<file path="src/rtl/bus_pkg.sv">
// bus_pkg: shared FSM/owner types, default IO boundary and wait-state helper
package bus_pkg;
  typedef enum logic [1:0] {IDLE, ACCESS, DONE} busState;
  typedef enum logic {CPU, DMA} busOwner;
  localparam logic [7:0] DEFAULT_IO_BASE = 8'hFD;
  function automatic logic [1:0] waitCycles(
    input logic [7:0] address,
    input logic [7:0] ioBase,
    input logic [1:0] memWait,
    input logic [1:0] ioWait
  );
    return (address >= ioBase) ? ioWait : memWait;
  endfunction
endpackage

</file>
<file path="src/rtl/rr_arbiter2.sv">
// rr_arbiter2: two-way round-robin tie-break, favours the requester not served last
module rr_arbiter2
  import bus_pkg::*;
(
  input  logic    cpuReq,
  input  logic    dmaReq,
  input  busOwner lastOwner,
  output busOwner winner
);
  // On a tie hand the bus to whoever did not own it last; otherwise to the sole requester
  always_comb winner = (cpuReq && dmaReq) ? ((lastOwner == CPU) ? DMA : CPU) : (cpuReq ? CPU : DMA);
endmodule

</file>
<file path="src/rtl/bus_arbiter.sv">
// bus_arbiter: shares one memory/IO bus between CPU and DMA with per-region wait states
module bus_arbiter
  import bus_pkg::*;
#(
  parameter int         MEM_WAIT = 0,
  parameter int         IO_WAIT  = 1,
  parameter logic [7:0] IO_BASE  = DEFAULT_IO_BASE
) (
  input  logic       clk,
  input  logic       reset,
  input  logic       cpuReq,
  input  logic       cpuWrite,
  input  logic [7:0] cpuAddress,
  input  logic [7:0] cpuWdata,
  input  logic       dmaReq,
  input  logic       dmaWrite,
  input  logic [7:0] dmaAddress,
  input  logic [7:0] dmaWdata,
  output logic       cpuGrant,
  output logic       cpuDone,
  output logic       dmaGrant,
  output logic       dmaDone,
  output logic [7:0] busAddress,
  output logic [7:0] busWdata,
  output logic       busWriteEnable,
  input  logic [7:0] busRdata,
  output logic [7:0] rdata
);
  busState    state;
  busOwner    owner;
  busOwner    lastOwner;
  busOwner    winner;
  logic       isWrite;
  logic [1:0] waitCnt;
  logic       selWrite;
  logic [7:0] selAddress;
  logic [7:0] selWdata;
  logic [1:0] selWait;

  rr_arbiter2 tieBreak (
    .cpuReq   (cpuReq),
    .dmaReq   (dmaReq),
    .lastOwner(lastOwner),
    .winner   (winner)
  );

  // Gather the winning requester's access and its wait-state count
  always_comb begin
    selWrite   = (winner == CPU) ? cpuWrite : dmaWrite;
    selAddress = (winner == CPU) ? cpuAddress : dmaAddress;
    selWdata   = (winner == CPU) ? cpuWdata : dmaWdata;
    selWait    = waitCycles(selAddress, IO_BASE, 2'(MEM_WAIT), 2'(IO_WAIT));
  end

  // Access sequencer: the access is latched on grant so a dropped request still completes
  always_ff @(posedge clk) begin
    if (reset) begin
      state          <= IDLE;
      owner          <= CPU;
      lastOwner      <= DMA;
      isWrite        <= 1'b0;
      waitCnt        <= 2'd0;
      cpuGrant       <= 1'b0;
      dmaGrant       <= 1'b0;
      cpuDone        <= 1'b0;
      dmaDone        <= 1'b0;
      busAddress     <= 8'h00;
      busWdata       <= 8'h00;
      busWriteEnable <= 1'b0;
      rdata          <= 8'h00;
    end else begin
      case (state)
        IDLE: if (cpuReq || dmaReq) begin
          state          <= ACCESS;
          owner          <= winner;
          cpuGrant       <= winner == CPU;
          dmaGrant       <= winner == DMA;
          isWrite        <= selWrite;
          busAddress     <= selAddress;
          busWdata       <= selWdata;
          waitCnt        <= selWait;
          busWriteEnable <= selWrite && selWait == 2'd0;
        end
        ACCESS: if (waitCnt != 2'd0) begin
          waitCnt        <= waitCnt - 2'd1;
          busWriteEnable <= isWrite && waitCnt == 2'd1;
        end else begin
          state          <= DONE;
          busWriteEnable <= 1'b0;
          busAddress     <= 8'h00;
          busWdata       <= 8'h00;
          rdata          <= isWrite ? rdata : busRdata;
          cpuDone        <= owner == CPU;
          dmaDone        <= owner == DMA;
        end
        DONE: begin
          state     <= IDLE;
          lastOwner <= owner;
          cpuGrant  <= 1'b0;
          dmaGrant  <= 1'b0;
          cpuDone   <= 1'b0;
          dmaDone   <= 1'b0;
        end
        default: state <= IDLE;
      endcase
    end
  end
endmodule

</file>
<file path="config.mk">
export PLATFORM = sky130hd
export DESIGN_NAME = bus_arbiter
export DESIGN_NICKNAME = d
export VERILOG_FILES = /design/src/rtl/bus_pkg.sv /design/src/rtl/rr_arbiter2.sv /design/src/rtl/bus_arbiter.sv
export SDC_FILE = /design/constraint.sdc
export NUM_CORES = 1
export LEC_CHECK = 0
export BUFFER_PORTS_ARGS = -buffer_cell sky130_fd_sc_hd__clkbuf_2
export CORE_ASPECT_RATIO = 0.75
export CORE_UTILIZATION = 48
export CTS_CLUSTER_DIAMETER = 80
export DETAILED_ROUTE_END_ITERATION = 7
export PLACE_DENSITY = 0.79
export SLEW_MARGIN = 20
export SYNTH_ARGS = -nofsm -noshare
export SYNTH_HDL_FRONTEND = slang
export SYNTH_SLANG_ARGS = --single-unit
</file>
<file path="constraint.sdc">
create_clock -name clk -period 2.2 [get_ports clk]
set_input_delay 0.33 -clock clk [delete_from_list [all_inputs] [get_ports clk]]
set_output_delay 0.33 -clock clk [all_outputs]
set_load 0.005 [all_outputs]
</file>
### Word-level counts from Yosys, hierarchy flattened

Index checks and enable logic that the tools add are counted.

* logic and storage cells: 72
* register bits after elaboration: 36

* magnitude comparators: 1
* bitwise logic cells: 4
* add/sub/neg operators: 1
* mux-type cells: 29
* equal/unequal tests: 6
* reduce and logical (&&, ||, !) cells: 18

Operators with widths (count)
* $mux 8: 5
* $pmux 8 s2: 2
* $mux 1: 11
* $pmux 1 s2: 5
* $reduce_and 2->1: 5
* $reduce_and 3->1: 3
* $ge 8x8->1 const B: 1
* $mux 2: 4
* $pmux 2 s2: 2
* $reduce_bool 2->1: 4
* $ne 2x2->1 const B: 3
* $eq 2x1->1 const B: 2
* $logic_not 2->1: 2
* $not 1->1: 4
* $logic_and 1x1->1: 3
* $eq 2x2->1 const B: 1
* $sub 2x1->2 const B: 1
* $logic_or 1x1->1: 1

### Logic depth before layout (Yosys ltp)

Gate-level depths: netlist (run 1).

* word-level depth: 9
* gate-level depth with buffers: 9

### By module

A second synthesis (run 1) with hierarchy kept.

* cell total of the unflattened synthesis: 177
* area, all modules: 1657.8 µm²

Modules (own cells, without submodules)
* bus_arbiter: sequential area each 720.7 µm², cells each 175, area an instance 1645.3 µm², times used 1
* rr_arbiter2: sequential area each 0.0 µm², cells each 2, area an instance 12.5 µm², times used 1

### Worst setup path after synthesis (run 1)

Ideal clock, no wire load.

* path type: reg-to-reg
* start: reg waitCnt[0]
* end: reg busAddress[0]
* buffers on the path: 3
* stages on the path, launching flop included: 10
* arrival: 1.412 ns
* required time: 2.062 ns
* setup slack: 0.650 ns
* setup time: 0.138 ns
* period minus slack after synthesis: 1.550 ns
* path through: dfxtp_1 > inv_1 > ha_1 > buf_4 > nor2b_1 > or3_1 > buf_6 > buf_12 > nand2_2 > a21oi_2

* cells in the longest elaborated chain, start to end: 3

Ends and longest elaborated chain
* from (decl): line bus_arbiter.sv:34 `logic [1:0] waitCnt;`
* from (signal assigned): line bus_arbiter.sv:81 `waitCnt <= selWait;`
* from (signal assigned): line bus_arbiter.sv:85 `waitCnt <= waitCnt - 2'd1;`
* $reduce_bool 2->1: line bus_arbiter.sv:84 `ACCESS: if (waitCnt != 2'd0) begin`
* $ne 2x2->1 (no line)
* $reduce_and 3->1 (no line)
* to (signal assigned): line bus_arbiter.sv:79 `busAddress <= selAddress;`
* to (decl): line bus_arbiter.sv:23 `output logic [7:0] busAddress,`

No other way between the ends.
A chain may end at the register's enable or synchronous reset.

### Worst setup path after layout (run 1)

* start: reg waitCnt[0]
* end: reg busWdata[0]

* cells in the longest elaborated chain, start to end: 3

Ends and longest elaborated chain
* $reduce_bool 2->1: line bus_arbiter.sv:84
* $ne 2x2->1 (no line)
* $reduce_and 3->1 (no line)
* to (signal assigned): line bus_arbiter.sv:80 `busWdata <= selWdata;`
* to (decl): line bus_arbiter.sv:24 `output logic [7:0] busWdata,`

No other way between the ends.

==> results of run 1 <==
-- power by group through the flow --
stage               Combinational (uW)  Sequential (uW)  Clock, uW
floorplan                          212              751          0
global placement                   304              759          0
detailed placement                 311              760          0
CTS                                312              746        447
global route                       346              753        482
finish                             309              746        436
-- synthesized netlist by cell type, types with 3 or more instances --
cell / n / area, sq um
nand2_1: 11 / 41.3
o21ai_1: 6 / 30.0
a21boi_0: 16 / 120
buf_2: 5 / 25.0
nand2_2: 11 / 68.8
clkbuf_1: 7 / 26.3
nor2_1: 21 / 78.8
mux2i_1: 8 / 80.1
inv_1: 3 / 11.3
a21oi_2: 10 / 87.6
dfxtp_1: 36 / 721
and3_1: 16 / 100
a311oi_1: 3 / 26.3
buf_6: 3 / 33.8
o21ai_0: 10 / 50.1
a21oi_1: 14 / 70.1
or3_1: 3 / 18.8
-- worst max-delay path, cell delays in order, from the launching register on --
cell	delay, ns
dfxtp_1	0.34
inv_1	0.09
ha_1	0.32
nor2b_1	0.10
or3_1	0.68
nand2_1	0.17
a21oi_1	0.08
-- per-layer routing --
layer  vias to the layer above  wire length [um]
li1                        907                 -
met1                       816              2150
met2                        41              1970
met3                         7               203
met4                         0                42
met5                         -                 0
-- worst paths after layout --
kind / depth (start not counted) / slack [ns] / endpoint / startpoint
min reg2reg: 2 / 0.46 / busWdata[1] / busWdata[1]
min: 3 / 0.28 / rdata[3] / busRdata[3]
max reg2reg: 6 / 0.26 / busWdata[0] / waitCnt[0]
max: 6 / 0.26 / busWdata[0] / waitCnt[0]
-- cell type report --
| cell class | count | share of cell area (%) |
|---|---|---|
| flip-flops and latches | 36 | 31.3 |
| clock inverters | 1 | 0.217 |
| inverters | 3 | 0.489 |
| repair buffers | 77 | 17.1 |
| well taps | 52 | 2.82 |
| clock buffers | 6 | 3.15 |
| multi-input cells | 161 | 45.0 |
-- stage by stage --
| step | instance area [sq um] | utilization, % | setup WS, ns | hold slack [ns] |
|---|---|---|---|---|
| 2_1_floorplan | 1890 | - | 0.650 | 0.448 |
| 3_3_place_gp | 2230 | 60.0 | 0.386 | 0.440 |
| 3_5_place_dp | 2230 | 60.0 | 0.262 | 0.448 |
| 4_1_cts | 2300 | 62.1 | 0.253 | 0.280 |
| 5_1_grt | 2300 | 62.1 | 0.107 | 0.300 |
| 6_report | 2300 | 62.1 | 0.265 | 0.281 |
-- flip-flops by register name, summed over array words and instances, names as in the netlist --
| register | cells |
|---|---|
| busAddress | 8 |
| dmaDone | 1 |
| owner | 1 |
| busWdata | 8 |
| cpuGrant | 1 |
| dmaGrant | 1 |
| rdata | 8 |
| busWriteEnable | 1 |
| waitCnt | 2 |
| state | 2 |
| lastOwner | 1 |
| cpuDone | 1 |
| isWrite | 1 |
-- cells by family after synthesis --
family                   Yosys count  share of synthesized area, %
multiplexers                       8                          4.24
AND/OR/NAND/NOR                   79                          23.4
adder cells (fa/ha/maj)            2                          1.33
AO/OA/AOI/OAI                     72                          25.9
buffers and inverters             21                          6.96
flip-flops                        36                          38.2
==> reports/metrics.yaml, run 1 <==
cells_and_area:
  mostFrequentLayoutCell: "clkbuf_2"
  fillCellCount: 366
  instances_no_fill: 336
  antenna_cells: 0
  seq_area_sq_um: 721
  drive_gt1_share_pct: 38.4
  area_growth_pct: 22.0
  num-nets-final: 332
  multi_input_area_sq_mm: 0.00104
  most-common-layout-cells: "clkbuf_2, dfxtp_1, nor2_1"
global_routing:
  gr-usage-met3_pct: 6.10
  grt.total_usage_pct: 22.7
  grt_pass1_wl_um: 7320
  grt_pass1_vias: 1627
  grt_max_degree: 37
  grtUsageMet1_pct: 32.2
  grt_overflow: 0
  antenna_found_initial: 0
  busiest_layer: "met2"
  use_met2_pct: 33.7
timing:
  fmax_mhz: 517
  slew-limit-headroom_pct: 44.5
  fin_tns_setup_ns: 0
  timing.final.crit_share_pct: 88.0
  worstMarginPinSlew_ns: 0.832
  hold_violations: 0
  drv_slew: 0
  finalCriticalPeriod_ns: 1.94
  finalSetupViolCount: 0
  rsz0062_at_grt: "no"
  skew_ns: 0.00251
logic_synthesis:
  netlist_instances: 218
  seq_area_frac_synth_pct: 38.2
  ys_ff_latch: 36
  yosys_warnings: 0
  synth_area_sq_mm: 0.00189
  syn_area_per_cell_sq_um: 8.66
  synth.distinct_cells: 42
  synth_enable_flop_cells: 0
  synth_ff_type: "dfxtp_1"
  syn_nets: 266
  async_reset_ff_share_pct: 0
floorplanning:
  core_area_sq_mm: 0.00371
  die_w_um: 74.4
  num_rows: 19
  die_h_um: 56.3
  die_area_sq_mm: 0.00419
  ios: 75
  initial_utilization_pct: 50.9
status:
  status: "finished clean"
detailed_routing:
  drcViolationCount: 0
  totalWireLength_um: 4370
  vias_per_cell: 5.27
  vias: 1771
  drtAntennaViolNets: 0
  drt_iter0_drc: 92
  wl_per_cell_um: 13.0
  dr.pass1.iters: 4
clock_network:
  h-tree-depth: 2
  post_cts_buffers: 0
  clk_path_buf_depth: 2
  numCtsBuffers: 5
  cts_resized: 0
  root_buffer: "clkbuf_8"
  hold_buffers: 0
  tritoncts: "built"
  path_clk_slew_ns: 0.07
  insertion_delay_ns: 0.28
  cts.sinks: 36
power_and_ir_drop:
  peakVddDrop_v: 0.000475
  power_density_mw_per_mm2: 647
  p_clk_share_pct: 29.3
  power_uw: 1490
  p_leak_uw: 0.00101
  netSwitchingFraction_pct: 28.5
  p_seq_share_pct: 50.0
  p_int_uw: 1070
  p_comb_share_pct: 20.7
  p_switching_uw: 426
setup_path:
  path_class: "reg -> reg"
  start_kind: "register"
  crit_fanout: 16
  crit_required_ns: 2.33
  crit_arrival_ns: 2.06
  critPathCaptureType: "register"
placement:
  placedCellCount: 329
  portBuffers: 74
  globalplace.congestion: 0.799
  dpl.hpwl_um: 3170
run:
  drv_cap: 0
hold_path:
  hp-class: "in -> reg"
(Power assumes the default switching activity.)
==> run 2: changes to the inputs <==
--- a/config.mk
+++ b/config.mk
@@ -7,10 +7,10 @@
 export LEC_CHECK = 0
 export BUFFER_PORTS_ARGS = -buffer_cell sky130_fd_sc_hd__clkbuf_2
 export CORE_ASPECT_RATIO = 0.75
-export CORE_UTILIZATION = 48
+export CORE_UTILIZATION = 52
 export CTS_CLUSTER_DIAMETER = 80
 export DETAILED_ROUTE_END_ITERATION = 7
-export PLACE_DENSITY = 0.79
+export PLACE_DENSITY = 0.85
 export SLEW_MARGIN = 20
 export SYNTH_ARGS = -nofsm -noshare
 export SYNTH_HDL_FRONTEND = slang
==> constraint.sdc (replaced) <==
create_clock -name clk -period 2.5 [get_ports clk]
set_input_delay 0.375 -clock clk [delete_from_list [all_inputs] [get_ports clk]]
set_output_delay 0.375 -clock clk [all_outputs]
set_load 0.05 [all_outputs]
==> run 2 against run 1 <==
Via count fell by 0.56%. Wire length rose by 2.3%. Die area decreased by 7.5%. Core utilization up 6.6 points. Maximum frequency hardly changed. Critical endpoint is now busWdata[4]. Largest power group unchanged.
==> reports/metrics.yaml, run 2 (synthesis results as in run 1) <==
cells_and_area:
  num-nets-final: 330  # -0.60%
  drive_gt1_share_pct: 38.5  # +0.14 points
  reg_top3: "busAddress (8), busWdata (8), rdata (8)"
  area_growth_pct: 23.0
  fillCellCount: 280  # -23%
  multi_input_area_sq_mm: 0.00104  # unchanged
  instances_no_fill: 323  # -3.9%
  mostFrequentLayoutCell: "clkbuf_2"
  antenna_cells: 0  # unchanged
  fin_util_pct: 68.7  # +6.6 points
  seq_area_sq_um: 721  # unchanged
  most-common-layout-cells: "clkbuf_2, dfxtp_1, nor2_1"
floorplanning:
  ios: 75  # unchanged
  die_area_sq_mm: 0.00388  # -7.5%
  num_rows: 18  # -1
  initial_utilization_pct: 55.9  # +5.0 points
  core_area_sq_mm: 0.00338  # -8.9%
  die_w_um: 71.6  # -3.8%
  die_h_um: 54.2  # -3.8%
setup_path:
  start_kind: "register"
  crit_required_ns: 2.64  # +0.31 ns
  crit_arrival_ns: 2.08  # +0.02 ns
  crit_fanout: 16  # unchanged
  path_class: "reg -> reg"
  critPathCaptureType: "register"
global_routing:
  antenna_found_initial: 0  # unchanged
  grt_overflow: 0  # unchanged
  grt_max_degree: 37  # unchanged
  grt.total_usage_pct: 24.4  # +1.8 points
  grt_pass1_wl_um: 7110  # -2.8%
  grt_pass1_vias: 1604  # -1.4%
detailed_routing:
  drcViolationCount: 0  # unchanged
  drtAntennaViolNets: 0  # unchanged
  drt_iter0_drc: 106  # +15%
  vias_per_cell: 5.45  # +3.4%
  totalWireLength_um: 4470  # +2.3%
  wl_per_cell_um: 13.8  # +6.5%
  vias: 1761  # -0.56%
  dr.pass1.iters: 4  # unchanged
clock_network:
  insertion_delay_ns: 0.29  # about the same
  h-tree-depth: 2  # unchanged
  cts_resized: 0  # unchanged
  numCtsBuffers: 5  # unchanged
  post_cts_buffers: 0  # unchanged
  root_buffer: "clkbuf_8"
  path_clk_slew_ns: 0.07  # about the same
  tritoncts: "built"
  hold_buffers: 0  # unchanged
  cts.sinks: 36  # unchanged
  clk_path_buf_depth: 2  # unchanged
timing:
  hold_violations: 0  # unchanged
  rsz0062_at_grt: "no"
  worst_slack_ns: 0.566  # +0.302 ns
  timing.final.crit_share_pct: 77.3  # -11 points
  fmax_mhz: 517  # about the same
  skew_ns: 0.00890  # +0.00639 ns
  finalSetupViolCount: 0  # unchanged
  fin_tns_setup_ns: 0  # unchanged
  drv_slew: 0  # unchanged
  slew-limit-headroom_pct: 43.9  # -0.63 points
  worstMarginPinSlew_ns: 0.842  # +0.00945 ns
  finalCriticalPeriod_ns: 1.93  # -0.00164 ns
power_and_ir_drop:
  p_seq_share_pct: 41.2  # -8.8 points
  power_density_mw_per_mm2: 688  # +6.2%
  p_comb_share_pct: 24.3  # +3.6 points
  p_clk_share_pct: 34.5  # +5.2 points
  p_switching_uw: 502  # +18%
  p_int_uw: 1100  # +2.8%
  power_uw: 1600  # +7.1%
  peakVddDrop_v: 0.000515  # +8.6%
  p_leak_uw: 0.00103  # +1.4%
  netSwitchingFraction_pct: 31.4  # +2.9 points
placement:
  portBuffers: 74  # unchanged
  dpl.hpwl_um: 3030  # -4.2%
  globalplace.congestion: 0.840  # +5.1%
  placedCellCount: 315  # -4.3%
  pre_cts_ws_ns: 0.591  # +0.330 ns
status:
  status: "finished clean"
run:
  drv_cap: 0  # unchanged
hold_path:
  hp-class: "in -> reg"
[run 2: layout make-up]
class,instances,area share [%]
clock buffers,7,4.15
clock inverters,1,1.29
inverters,3,0.485
multi-input cells,161,44.6
flip-flops and latches,36,31.0
well taps,40,2.16
repair buffers,75,16.3
[run 2: through the flow]
stage          instance area (sq um)  hold WS [ns]
4_1_cts                         2320         0.317
3_5_place_dp                    2200         0.445
2_1_floorplan                   1890         0.458
3_3_place_gp                    2200         0.439
5_1_grt                         2320         0.330
6_report                        2320         0.319
[run 2: critical path, stage by stage (launching register included)]
cell	delay, ns
dfxtp_1	0.34
inv_1	0.09
ha_1	0.32
nor2b_1	0.09
or3_1	0.68
nand2_1	0.19
a21oi_1	0.07
[run 2: final timing paths]
check | startpoint | endpoint | slack (ns) | cells after the start
setup / recovery | waitCnt[0] | busWdata[4] | 0.57 | 6
hold / removal | busRdata[7] | rdata[7] | 0.32 | 3
setup reg to reg | waitCnt[0] | busWdata[4] | 0.57 | 6
hold reg to reg | busAddress[7] | busAddress[7] | 0.45 | 2
[run 2: power by group through the flow]
stage / Sequential, uW / Clock, uW / Combinational [uW]
floorplan: 784 / 0 / 187
global placement: 667 / 0 / 382
detailed placement: 668 / 0 / 386
CTS: 657 / 556 / 390
global route: 662 / 586 / 422
finish: 657 / 551 / 388
[run 2: metal layers]
metal	vias up	routed length, um	part of all wire, %	track usage, %
met3	8	276	6.2	6.37
met1	794	2010	45	29.0
met5	-	0	0	0
met2	58	2120	47	43.2
li1	901	-	-	-
met4	0	57	1.3	10.1
